===== config.mk =====
export PLATFORM = sky130hd
export DESIGN_NAME = wb_tone
export DESIGN_NICKNAME = d
export VERILOG_FILES = /design/src/rtl/wb_tone_pkg.sv /design/src/rtl/tone_glide.sv /design/src/rtl/wb_tone.sv
export SDC_FILE = /design/constraint.sdc
export NUM_CORES = 1
export LEC_CHECK = 0
export ABC_AREA = 0
export CORE_MARGIN = 4
export CORE_UTILIZATION = 55
export DETAILED_ROUTE_END_ITERATION = 10
export PLACE_DENSITY = 0.82
export RECOVER_POWER = 100
export SYNTH_ARGS = -nofsm -noshare
export SYNTH_HDL_FRONTEND = slang
export SYNTH_HIERARCHICAL = 1
export SYNTH_SLANG_ARGS = --single-unit

===== constraint.sdc =====
create_clock -name clk -period 12.4 [get_ports clk]
set_input_delay 3.72 -clock clk [delete_from_list [all_inputs] [get_ports clk]]
set_output_delay 3.72 -clock clk [all_outputs]
set_load 0.01 [all_outputs]

===== src/rtl/wb_tone_pkg.sv =====
// Shared register map, control-bit positions and tone FSM states for wb_tone.
package wb_tone_pkg;

  localparam logic [2:0] REG_CTRL   = 3'd0;
  localparam logic [2:0] REG_TARGET = 3'd1;
  localparam logic [2:0] REG_STEP   = 3'd2;
  localparam logic [2:0] REG_CUR    = 3'd3;
  localparam logic [2:0] REG_STATUS = 3'd4;

  localparam int unsigned CTRL_EN    = 0;
  localparam int unsigned CTRL_GLIDE = 1;

  typedef enum logic {
    IDLE,
    RUN
  } state_t;

endpackage


===== src/rtl/tone_glide.sv =====
// Next half-period for a full-period boundary: jump to the target, or glide
// toward it by at most one step without overshooting.
module tone_glide
  import wb_tone_pkg::*;
#(
  parameter int unsigned cnt_w = 24
) (
  input  logic [cnt_w-1:0] cur,
  input  logic [cnt_w-1:0] tgt,
  input  logic [15:0]      step,
  input  logic             glide,
  output logic [cnt_w-1:0] next
);

  logic             up;
  logic [cnt_w-1:0] diff;
  logic [cnt_w-1:0] step_x;
  logic [cnt_w-1:0] move;

  always_comb begin
    up     = tgt > cur;
    diff   = up ? (tgt - cur) : (cur - tgt);
    step_x = cnt_w'(step);
    move   = (step_x < diff) ? step_x : diff;
    if (!glide)  next = tgt;
    else if (up) next = cur + move;
    else         next = cur - move;
  end

endmodule


===== src/rtl/wb_tone.sv =====
// Wishbone slave generating the theremin square wave with optional glide
// between half-periods.
module wb_tone
  import wb_tone_pkg::*;
#(
  parameter int unsigned clk_freq = 100000000,
  parameter int unsigned cnt_w    = 24,
  parameter int unsigned min_half = 100
) (
  input  logic        clk,
  input  logic        reset,
  input  logic [31:0] wb_adr_i,
  input  logic [31:0] wb_dat_i,
  output logic [31:0] wb_dat_o,
  input  logic        wb_stb_i,
  input  logic        wb_cyc_i,
  input  logic        wb_we_i,
  input  logic [3:0]  wb_sel_i,
  output logic        wb_ack_o,
  output logic        audio_o,
  output logic        at_target_o
);

  localparam logic [cnt_w-1:0] one    = cnt_w'(1);
  localparam logic [cnt_w-1:0] min_w  = cnt_w'(min_half);
  localparam int unsigned unused_clk  = clk_freq;

  logic [1:0]       ctrl;
  logic [cnt_w-1:0] target;
  logic [15:0]      step;
  logic [cnt_w-1:0] cur_half;
  logic [cnt_w-1:0] cnt;
  logic [cnt_w-1:0] tgt_eff;
  logic [cnt_w-1:0] next_half;
  state_t           state;

  logic        access;
  logic        write;
  logic        go;
  logic [2:0]  reg_sel;
  logic [31:0] rd_data;
  logic        unused_bits;

  assign unused_bits = ^{wb_sel_i, wb_adr_i[31:5], wb_adr_i[1:0], wb_dat_i};

  assign reg_sel     = wb_adr_i[4:2];
  assign access      = wb_stb_i & wb_cyc_i & ~wb_ack_o;
  assign write       = access & wb_we_i;
  assign tgt_eff     = (target == '0) ? '0 : ((target < min_w) ? min_w : target);
  assign go          = ctrl[CTRL_EN] & (tgt_eff != '0);
  assign at_target_o = (cur_half == tgt_eff);

  tone_glide #(.cnt_w(cnt_w)) u_glide (
    .cur   (cur_half),
    .tgt   (tgt_eff),
    .step  (step),
    .glide (ctrl[CTRL_GLIDE]),
    .next  (next_half)
  );

  always_comb begin
    rd_data = '0;
    case (reg_sel)
      REG_CTRL:   rd_data = 32'(ctrl);
      REG_TARGET: rd_data = 32'(target);
      REG_STEP:   rd_data = 32'(step);
      REG_CUR:    rd_data = 32'(cur_half);
      REG_STATUS: rd_data = {30'd0, audio_o, at_target_o};
      default:    rd_data = '0;
    endcase
  end

  always_ff @(posedge clk or negedge reset) begin
    if (!reset) begin
      wb_ack_o <= 1'b0;
      wb_dat_o <= '0;
      ctrl     <= '0;
      target   <= '0;
      step     <= 16'd1;
    end else begin
      wb_ack_o <= access;
      wb_dat_o <= access ? rd_data : '0;
      if (write) begin
        case (reg_sel)
          REG_CTRL:   ctrl   <= wb_dat_i[1:0];
          REG_TARGET: target <= wb_dat_i[cnt_w-1:0];
          REG_STEP:   step   <= (wb_dat_i[15:0] == '0) ? 16'd1 : wb_dat_i[15:0];
          default:    ;
        endcase
      end
    end
  end

  // Entry starts a high half-period; cur_half only changes on rising toggles,
  // so target/step writes never truncate a half-period in flight.
  always_ff @(posedge clk or negedge reset) begin
    if (!reset) begin
      state    <= IDLE;
      cur_half <= '0;
      cnt      <= '0;
      audio_o  <= 1'b0;
    end else begin
      case (state)
        IDLE: begin
          audio_o <= 1'b0;
          cnt     <= '0;
          if (go) begin
            state    <= RUN;
            cur_half <= tgt_eff;
            cnt      <= tgt_eff - one;
            audio_o  <= 1'b1;
          end
        end
        RUN: begin
          if (!go) begin
            state   <= IDLE;
            audio_o <= 1'b0;
            cnt     <= '0;
          end else if (cnt == '0) begin
            audio_o <= ~audio_o;
            if (!audio_o) begin
              cur_half <= next_half;
              cnt      <= next_half - one;
            end else begin
              cnt <= cur_half - one;
            end
          end else begin
            cnt <= cnt - one;
          end
        end
        default: state <= IDLE;
      endcase
    end
  end

endmodule


Yosys cells after proc, flatten, opt, wreduce, memory -nomap -nowiden
Cells that the tools add are included.
- register bits: 125
- input bits: 73
- output and inout bits: 35
- word-level logic and storage cells: 69
- add/subtract/negate cells: 8
- magnitude comparators: 3
- equal/unequal tests: 10
- multiplexer cells: 23
- bitwise operators: 7
- reduce and logical (&&, ||, !) cells: 9
- operators by type and width (cell ; number):
    $mux W24 ; 14
    $pmux W24 S5 ; 1
    $pmux W24 S2 ; 2
    $sub A24 B1 Y24 const B ; 4
    $sub A24 B24 Y24 ; 3
    $logic_not A24 Y1 ; 2
    $mux W32 ; 1
    $add A24 B24 Y24 ; 1
    $eq A24 B24 Y1 ; 1
    $gt A24 B24 Y1 ; 1
    $lt A16 B24 Y1 ; 1
    $lt A24 B7 Y1 const B ; 1
    $reduce_bool A24 Y1 ; 1
    $logic_not A16 Y1 ; 1
    $mux W16 ; 1
    $eq A3 B2 Y1 const B ; 2
    $reduce_and A2 Y1 ; 3
    $and A1 B1 Y1 ; 4
    $ne A2 B1 Y1 const B ; 2
    $ne A2 B2 Y1 const B ; 2
    $reduce_and A4 Y1 ; 1
    $eq A3 B1 Y1 const B ; 1
    $eq A3 B3 Y1 const B ; 1
    $logic_not A3 Y1 ; 1
    4 further kinds ; 8

Depth between registers and ports, before layout
Gate-level depths: netlist (run 1).
- depth in word-level cells: 15
- depth in mapped cells: 55
- depth with buffers taken out: 50

By module
The synthesis (run 1) kept the hierarchy.
- by module, submodules not included (module ; instances ; cells each ; area an instance (µm²) ; seq. area each (µm²)):
    wb_tone ; 1 ; 784 ; 7500.9 ; 2929.1
    tone_glide ; 1 ; 854 ; 5960.7 ; 0.0

Worst setup path before layout (run 1)
Ideal clock, no wire load.
- path type: register to register
- start: register target[12]
- end: register cnt[23]
- arrival: 9706 ps
- required time: 12333 ps
- setup slack: 2628 ps
- stages on the path, launching flop included: 53
- period minus slack after synthesis: 9772 ps
- cell sequence: dfrtp_1 -> buf_6 -> nor4_4 -> nand3b_1 -> nor2_1 -> nand2_1 -> nand2_1 -> inv_1 -> ha_1 -> buf_6 -> a21oi_4 -> a21oi_2 -> o311a_1 -> nor3_2 -> buf_6 -> o21ai_0 -> a32oi_1 -> xor2_1 -> (+17 left out) -> a21o_1 -> a21oi_1 -> o21bai_1 -> a21oi_1 -> o21bai_1 -> a211oi_1 -> o21a_1 -> nor2_1 -> a21o_1 -> a21oi_1 -> xor2_1 -> mux2i_1 -> mux2_2 -> or2_1 -> a2111oi_4 -> nand4_1 -> mux2_1 -> nand2_1
- word-level cells in the longest chain between the ends: 15
- RTL lines (item ; RTL line ; source):
    from (decl) ; wb_tone.sv:29 ; logic [cnt_w-1:0] target;
    from (signal assigned) ; wb_tone.sv:86 ; REG_TARGET: target <= wb_dat_i[cnt_w-1:0];
    $lt A24 B7 Y1 ; wb_tone.sv:49 ; assign tgt_eff = (target == '0) ? '0 : ((target < min_w) ? min_w : target);
    $mux W24 ; wb_tone.sv:49 ;
    $mux W24 (*) ; wb_tone.sv:49 ;
    net tgt_eff[3] ; wb_tone.sv:33 ; logic [cnt_w-1:0] tgt_eff;
    $sub A24 B24 Y24 / $gt A24 B24 Y1 (equally long branches) ; tone_glide.sv:22, tone_glide.sv:21 ;
    $mux W24 ; tone_glide.sv:22 ; diff = up ? (tgt - cur) : (cur - tgt);
    $lt A16 B24 Y1 ; tone_glide.sv:24 ; move = (step_x < diff) ? step_x : diff;
    $mux W24 ; tone_glide.sv:24 ;
    $sub A24 B24 Y24 / $add A24 B24 Y24 (equally long branches) ; tone_glide.sv:27, tone_glide.sv:26 ;
    $mux W24 (*) ; tone_glide.sv:26 ; else if (up) next = cur + move;
    $mux W24 (*) ; tone_glide.sv:25 ; if (!glide) next = tgt;
    net next_half[14] ; wb_tone.sv:34 ; logic [cnt_w-1:0] next_half;
    $sub A24 B1 Y24 (*) ; wb_tone.sv:123 ; cnt <= next_half - one;
    $mux W24 (*) ; wb_tone.sv:121 ; if (!audio_o) begin
    $mux W24 (*) ; wb_tone.sv:119 ; end else if (cnt == '0) begin
    $mux W24 (*) ; wb_tone.sv:115 ; if (!go) begin
    $pmux W24 S2 (*) ; wb_tone.sv:103 ; case (state)
    to (signal assigned) ; wb_tone.sv:110 ; cnt <= tgt_eff - one;
    to (signal assigned) ; wb_tone.sv:123 ;
    to (signal assigned) ; wb_tone.sv:125 ; cnt <= cur_half - one;
    to (decl) ; wb_tone.sv:32 ; logic [cnt_w-1:0] cnt;
The timed path passes the listed nets; every way through them passes the cells marked *.
A chain may end at the register's enable or synchronous reset.

Worst setup path in the final report (run 1)
- start: register target[12]
- end: register cnt[20]
Same word-level chain as after synthesis.

==> metrics.log, run 1 <==
INFO  metric post_layout_nonfiller_instances = around 2k
INFO  metric r2r_setup_slack = 0.57 ns
INFO  metric floorplan.core_area = ~0.024 mm2
INFO  metric final_core_occ = 62.49%
INFO  metric internal-power = 2.255 mW
INFO  metric clkTransAtPathRegs = ~0.060 ns
INFO  metric final_min_period_over_clock_period = a little over nine tenths
INFO  metric final.setup_skew = 0.01236 ns
INFO  metric drt_iter0_drc = between 1.5k and 2k
INFO  metric finalCriticalPeriod = around 12 ns
INFO  metric failed_checks = capacitance limit, slew limit
INFO  metric seq_area = 0.002932 mm2
INFO  metric final_hold_violation_count = 0
INFO  metric avgRoutedWirePerCell = around 22 um
INFO  metric synth_to_layout_area_growth = 10.27%
INFO  metric htreeDepth = 4
INFO  metric hold_class = reg2reg
INFO  metric io_pins = between 100 and 150
INFO  metric dr_wl_met2 = 19410 um
INFO  metric via_count = 13.25k
INFO  metric crit_path_end_kind = flop
INFO  metric p_per_area = 331.0 mW/mm2
INFO  metric grt_use_total = a little under a third
INFO  metric detail_route.first_pass.iterations = 6
INFO  metric slew_viol_final = 120
INFO  metric gr-total-overflow = 0
INFO  metric worstSetupStartpointType = flop
INFO  metric grt_pass1_vias = 12.43k
INFO  metric die_width = 164.4 um
INFO  metric setup_slack = 0.5698 ns
INFO  metric power_leakage = 6.611 nW
INFO  metric largest_net_degree_at_the_start_of_global_routing = 62
INFO  metric met1Wirelength = 17770 um
INFO  metric post-layout-total-power = 4.913 mW
INFO  metric synth-warning-count = 6
INFO  metric count_of_nets_after_finishing = between 1.5k and 2k
INFO  metric total_switching_power = 2.658 mW
INFO  metric critPathRequiredTime = between 10 and 15 ns
INFO  metric number_of_synthesized_register_bits = 117
INFO  metric worst_path_max_delay_cell = nor4_4
INFO  metric postSynthCellCount = 1638
INFO  metric gp_congestion = between 0.9 and 1
INFO  metric max_stage_delay = 0.51 ns
INFO  metric cp_data_arrival_time = 12.10 ns
INFO  metric clk_path_buf_depth = 2
INFO  metric cts_tree = done
INFO  metric maxSlewHeadroom = -125.7%
INFO  metric setup_viol = 0
INFO  metric die_height = around 160 um
INFO  metric core.rowCount = 56
INFO  metric sw_frac_of_total = between 50% and 60%
INFO  metric async_flop_share = 100.0%
INFO  metric syn-mean-instance-area = 8.218 um2
INFO  metric synth_edf_count = 0
INFO  metric drive_above_1_share = 14.13%
INFO  metric vdd.ir_drop.worst = about 0.00016 V
INFO  metric power_frac_comb = between 70% and 80%
INFO  metric sequential_power_share = 13.1%
INFO  metric multi_input_comb_area = about 0.0096 mm2
INFO  metric ys_seq_area_share = 21.76%
INFO  metric cts-buffers-inserted = 17
INFO  metric top_layer_used = met4
INFO  metric clock_insertion_delay_worst_skew = 0.42 ns
INFO  metric worst-path-buf-inv = 2
INFO  metric postSynth.topFlopCell = dfrtp_1
INFO  metric start_util = 56.67%
INFO  metric timing_worst_slew_pin_value = 3.386 ns
INFO  metric grt_antenna_before_repair = 0
INFO  metric power.share.clock = 10.6%
INFO  metric placement.io_buffers = 58
INFO  metric routed-wl-met3 = 4381 um
INFO  metric detail_route.wirelength = 43860 um
INFO  metric post_drt_via_cell_ratio = between 6 and 7
INFO  metric design.die.area = ~0.027 mm2
INFO  metric grt_first_pass_wirelength = 68120 um
INFO  metric place_hpwl = 32850 um
INFO  metric worstPathMaxFanout = 6
INFO  metric drc_errors = 0
INFO  metric timing.fmax = 84.53 MHz
INFO  metric status = finished with violations
INFO  metric placed_cells = 1947
INFO  metric synth.distinct_cells = 120
INFO  metric ant_nets = 0
INFO  metric place_worst_setup_slack = 0.5961 ns
INFO  metric max_cap_viols = 2
INFO  metric synthesis.area = 0.01346 mm2
INFO  metric clockRootBuffer = clkbuf_16
INFO  metric setup_crit_path_kind = reg2reg
INFO  metric fillers = 2013
INFO  metric antennaDiodeCount = 0
INFO  metric postCtsHoldBufs = 0
INFO  metric cts_sinks = 117
INFO  metric worst_hold_slack = 0.5686 ns
INFO  metric critPathTopFamily = compound AO/OA/AOI/OAI gates
-- worst register-to-register path: cells and delay by family (launching register included) --
family	cells	cell delay [ns]
flops	1	0.41
xor+xnor	2	0.52
simple gates	17	3.85
buf+inv	2	0.41
mux	1	0.36
compound gates	21	5.10
fa+ha+maj	3	1.01
-- logic make-up after synthesis --
kind of cell / Yosys count / share of synthesized area [%]
compound gates: 456 / 23.35
xor+xnor: 95 / 6.181
fa+ha+maj: 88 / 8.347
buf+inv: 208 / 7.147
flops: 117 / 21.76
mux: 149 / 11.98
other cells: 1 / 0.02786
simple gates: 524 / 21.21
-- placed cells by master, fill, tap and decap left out, drive strengths merged, types with 46 or more instances in the layout --
cell,Yosys,routed
nor3,51,51
mux2,77,77
dfrtp,116,116
xnor2,49,49
inv,88,94
a21oi,115,115
buf,58,46
mux2i,71,71
xor2,46,46
o21ai,103,103
nor2,143,143
nand2,137,137
ha,85,85
-- power by group through the flow --
stage / logic [mW] / registers [mW] / clock network, mW
2_1_floorplan: 2.78 / 0.556 / 0
3_3_place_gp: 3.51 / 0.636 / 0
3_5_place_dp: 3.58 / 0.641 / 0
4_1_cts: 3.62 / 0.636 / 0.523
5_1_grt: 4.05 / 0.654 / 0.541
6_report: 3.75 / 0.646 / 0.521
-- sequential cells by signal, summed over array words and instances, names as in the netlist --
name and cells:
target 24, state 1, ctrl 2, wb_dat_o 24, cur_half 24, audio_o 1, step 16, wb_ack_o 1
cnt 24
-- metrics by stage --
stage | TNS (ns) | instance area, um2
finish | 0 | 14840
global route | -0.01365 | 14840
CTS | 0 | 14790
detailed placement | 0 | 14170
global placement | 0 | 14170
floorplan | 0 | 13490
-- layout make-up --
cell class                      instances  share of cell area [%]
Clock buffer                           17                   2.866
Tap cell                              319                   2.689
Timing Repair Buffer                  106                   6.246
Sequential cell                       117                   19.75
Clock inverter                         15                   1.290
Inverter                               88                   2.225
Multi-Input combinational cell       1320                   64.94
-- routing by layer --
layer | vias to the layer above | track usage, %
met2 | 820 | 49.31
met4 | 0 | 15.05
met3 | 153 | 5.316
met5 | - | 0
li1 | 5985 | -
met1 | 6287 | 43.34
-- path summary, 6_finish.rpt --
check	depth (start not counted)	end	start
worst max-delay path	46	cnt[20]$_DFF_PN0_	target[12]$_DFFE_PN0P_
worst min-delay path	3	cnt[0]$_DFF_PN0_	cnt[0]$_DFF_PN0_
worst max register to register	46	cnt[20]$_DFF_PN0_	target[12]$_DFFE_PN0P_
worst min register to register	3	cnt[0]$_DFF_PN0_	cnt[0]$_DFF_PN0_
max in group asynchronous	2	audio_o$_DFFE_PN0P_	reset
min in group asynchronous	1	step[14]$_DFFE_PN0P_	reset
-- repair_timing --
item / 4_1_cts / 5_1_grt
endpoints found under the setup margin: 0 / 11
buffers inserted: 0 / 3
hold endpoints to repair: 0 / 0
gates resized for setup: 0 / 9
-- Yosys cell counts, types with 15 or more instances --
cell type | count | area (um2)
nor2_1 | 136 | 510.5
nand2_1 | 133 | 499.2
dfrtp_1 | 116 | 2903
a21oi_1 | 112 | 560.5
o21ai_0 | 91 | 455.4
inv_1 | 87 | 326.6
ha_1 | 85 | 1064
mux2_2 | 74 | 833.3
mux2i_1 | 70 | 700.7
clkbuf_1 | 61 | 229.0
xnor2_1 | 49 | 429.2
nor3_1 | 46 | 230.2
xor2_1 | 46 | 402.9
nand3_1 | 33 | 165.2
a211oi_1 | 27 | 202.7
buf_2 | 27 | 135.1
nor4_1 | 22 | 137.6
a21o_1 | 21 | 157.7
nand4_1 | 21 | 131.4
o21a_1 | 20 | 150.1
a22oi_1 | 18 | 135.1
o211ai_1 | 17 | 127.6
a31oi_1 | 15 | 93.84
buf_4 | 15 | 112.6
nand2b_1 | 15 | 93.84
Power figures use the tool's default switching activity.
==> inputs of run 2 (changes only) <==
SETUP_SLACK_MARGIN = 0.2   (was default)
==> run 2 against run 1 <==
  * The run still ends with capacitance limit, slew limit left
  * Combinational power barely moved
  * Sequential share of layout area barely moved
  * Design area rose by 0.10%
  * Total power fell by 0.14%
  * Register-to-register slack improved by 0.12 ns
  * Clock skew barely moved
  * Non-clock buffer count rose by 3
  * Clock power barely moved
  * Setup slack improved by 0.12 ns
  * Global-route usage did not move
  * Sequential power barely moved
  * Critical endpoint unchanged
==> metrics.log, run 2 (synthesized netlist as in run 1, its figures left out) <==
INFO  metric slew_viol_final = 120 (unchanged)
INFO  metric detail_route.wirelength = 44110 um (was 43860 um)
INFO  metric worstPathMaxFanout = 6 (unchanged)
INFO  metric vdd.ir_drop.worst = 0.0001576 V (was 0.0001572 V)
INFO  metric setup_viol = 0 (unchanged)
INFO  metric htreeDepth = 4 (unchanged)
INFO  metric place_hpwl = 32850 um (unchanged)
INFO  metric clockRootBuffer = clkbuf_16 (unchanged)
INFO  metric detail_route.first_pass.iterations = 8 (was 6)
INFO  metric antennaDiodeCount = 0 (unchanged)
INFO  metric maxSlewHeadroom = -125.6% (was -125.7%)
INFO  metric setup_crit_path_kind = reg2reg (unchanged)
INFO  metric placement.io_buffers = 58 (unchanged)
INFO  metric die_height = 164.4 um (unchanged)
INFO  metric timing_worst_slew_pin_value = 3.384 ns (was 3.386 ns)
INFO  metric layout_commonest_cell = nor2_1 (unchanged)
INFO  metric ant_nets = 0 (unchanged)
INFO  metric drt_iter0_drc = 1604 (was 1575)
INFO  metric gp_congestion = 0.9913 (unchanged)
INFO  metric power_leakage = 6.620 nW (was 6.611 nW)
INFO  metric met1Wirelength = 18090 um (was 17770 um)
INFO  metric grt_use_total = 31.78% (unchanged)
INFO  metric start_util = 56.67% (unchanged)
INFO  metric cts_tree = done (unchanged)
INFO  metric cts_sinks = 117 (unchanged)
INFO  metric post_drt_via_cell_ratio = 6.686 (was 6.683)
INFO  metric drive_above_1_share = 13.99% (was 14.13%)
INFO  metric gr-total-overflow = 0 (unchanged)
INFO  metric layout_common_cells = nor2_1 (135), nand2_1 (133), dfrtp_1 (114) (unchanged)
INFO  metric via_count = 13.27k (was 13.25k)
INFO  metric worst_path_max_delay_cell = nor4_2 (was nor4_4)
INFO  metric dr_wl_met2 = 19620 um (was 19410 um)
INFO  metric status = finished with violations (unchanged)
INFO  metric grt_first_pass_wirelength = 68120 um (unchanged)
INFO  metric final_sum_of_negative_setup_slack = 0 ns (unchanged)
INFO  metric synth_to_layout_area_growth = 10.38% (was 10.27%)
INFO  metric crit_path_end_kind = flop (unchanged)
INFO  metric io_pins = 108 (unchanged)
INFO  metric timing.fmax = 85.38 MHz (was 84.53 MHz)
INFO  metric routed-wl-met3 = 4212 um (was 4381 um)
INFO  metric max_stage_delay = 0.63 ns (was 0.51 ns)
INFO  metric avgRoutedWirePerCell = 22.22 um (was 22.13 um)
INFO  metric top_layer_used = met4 (unchanged)
INFO  metric floorplan.core_area = 0.02375 mm2 (unchanged)
INFO  metric core.rowCount = 56 (unchanged)
INFO  metric failed_checks = capacitance limit, slew limit (unchanged)
INFO  metric cts-buffers-inserted = 17 (unchanged)
INFO  metric max_cap_viols = 2 (unchanged)
INFO  metric critPathRequiredTime = 12.67 ns (about the same)
INFO  metric grt_antenna_before_repair = 0 (unchanged)
INFO  metric worst_hold_slack = 0.5701 ns (was 0.5686 ns)
INFO  metric fillers = 2010 (was 2013)
INFO  metric clock_insertion_delay_worst_skew = 0.42 ns (about the same)
INFO  metric design.die.area = 0.02704 mm2 (unchanged)
INFO  metric largest_net_degree_at_the_start_of_global_routing = 62 (unchanged)
INFO  metric grt_pass1_vias = 12.43k (unchanged)
INFO  metric cp_data_arrival_time = 11.98 ns (was 12.10 ns)
INFO  metric hold_class = reg2reg (unchanged)
INFO  metric clkTransAtPathRegs = 0.06 ns (about the same)
INFO  metric finalCriticalPeriod = 11.71 ns (was 11.83 ns)
INFO  metric drc_errors = 0 (unchanged)
INFO  metric grt_setup_unrepaired = false
INFO  metric clk_path_buf_depth = 2 (unchanged)
INFO  metric die_width = 164.4 um (unchanged)
INFO  metric final_hold_violation_count = 0 (unchanged)
INFO  metric count_of_nets_after_finishing = 1814 (was 1811)
INFO  metric post-layout-total-power = 4.907 mW (was 4.913 mW)
INFO  metric worstSetupStartpointType = flop (unchanged)
INFO  metric p_per_area = 330.2 mW/mm2 (was 331.0 mW/mm2)
INFO  metric final_min_period_over_clock_period = 94.46% (was 95.40%)
INFO  metric final.setup_skew = 0.01251 ns (was 0.01236 ns)
INFO  metric r2r_setup_slack = 0.69 ns (was 0.57 ns)
run 2: path summary, 6_finish.rpt:
| check | startpoint | end | cells past startpoint |
|---|---|---|---|
| max in group asynchronous | reset | audio_o$_DFFE_PN0P_ | 2 |
| setup / recovery | target[22]$_DFFE_PN0P_ | cnt[20]$_DFF_PN0_ | 46 |
| hold / removal | cnt[0]$_DFF_PN0_ | cnt[0]$_DFF_PN0_ | 3 |
| hold reg to reg | cnt[0]$_DFF_PN0_ | cnt[0]$_DFF_PN0_ | 3 |
| min in group asynchronous | reset | step[14]$_DFFE_PN0P_ | 1 |
| setup reg to reg | target[22]$_DFFE_PN0P_ | cnt[20]$_DFF_PN0_ | 46 |
run 2: power by group:
group	switching [mW]	leakage (nW)	internal (mW)
Combinational	2.26	4.77	1.47
Clock	0.202	0.297	0.321
Sequential	0.191	1.55	0.457
Total	2.65	6.62	2.25
run 2: what timing repair did:
action	in CTS	in global routing
hold buffers	0	0
endpoints found under the setup margin	0	12
hold endpoints to repair	0	0
buffers inserted	0	6
gates resized for setup	0	13
run 2: critical path, delay by kind of cell (launching register included):
kind / cells / cell delay, ns
multiplexers: 1 / 0.29
AO/OA/AOI/OAI: 21 / 5.20
buffers and inverters: 2 / 0.40
flip-flops: 1 / 0.38
adder cells (fa/ha/maj): 3 / 1.14
XOR/XNOR: 2 / 0.27
AND/OR/NAND/NOR: 17 / 3.83
run 2: metal layers:
layer,vias up,GRT usage (%)
met2,793,49.31
met4,0,15.05
met1,6334,43.34
li1,6000,-
met3,145,5.316
met5,-,0
run 2: final cells by class:
cell class / count / area [um2] / area share (%)
Tap cell: 319 / 399.1 / 2.686
Clock buffer: 17 / 425.4 / 2.863
Clock inverter: 15 / 191.4 / 1.288
Multi-Input combinational cell: 1320 / 9639 / 64.87
Inverter: 88 / 330.3 / 2.223
Timing Repair Buffer: 109 / 942.2 / 6.341
Sequential cell: 117 / 2932 / 19.73
run 2: through the flow:
step                setup WS [ns]  area, um2  utilization (%)  cells
floorplan                   2.628      13490                -   1645
detailed placement         0.5961      14170            59.67   1947
global placement           0.7743      14170            59.67   1947
CTS                        0.5063      14790            62.27   1979
finish                     0.6870      14860            62.56   1985
global route               0.1030      14860            62.56   1985
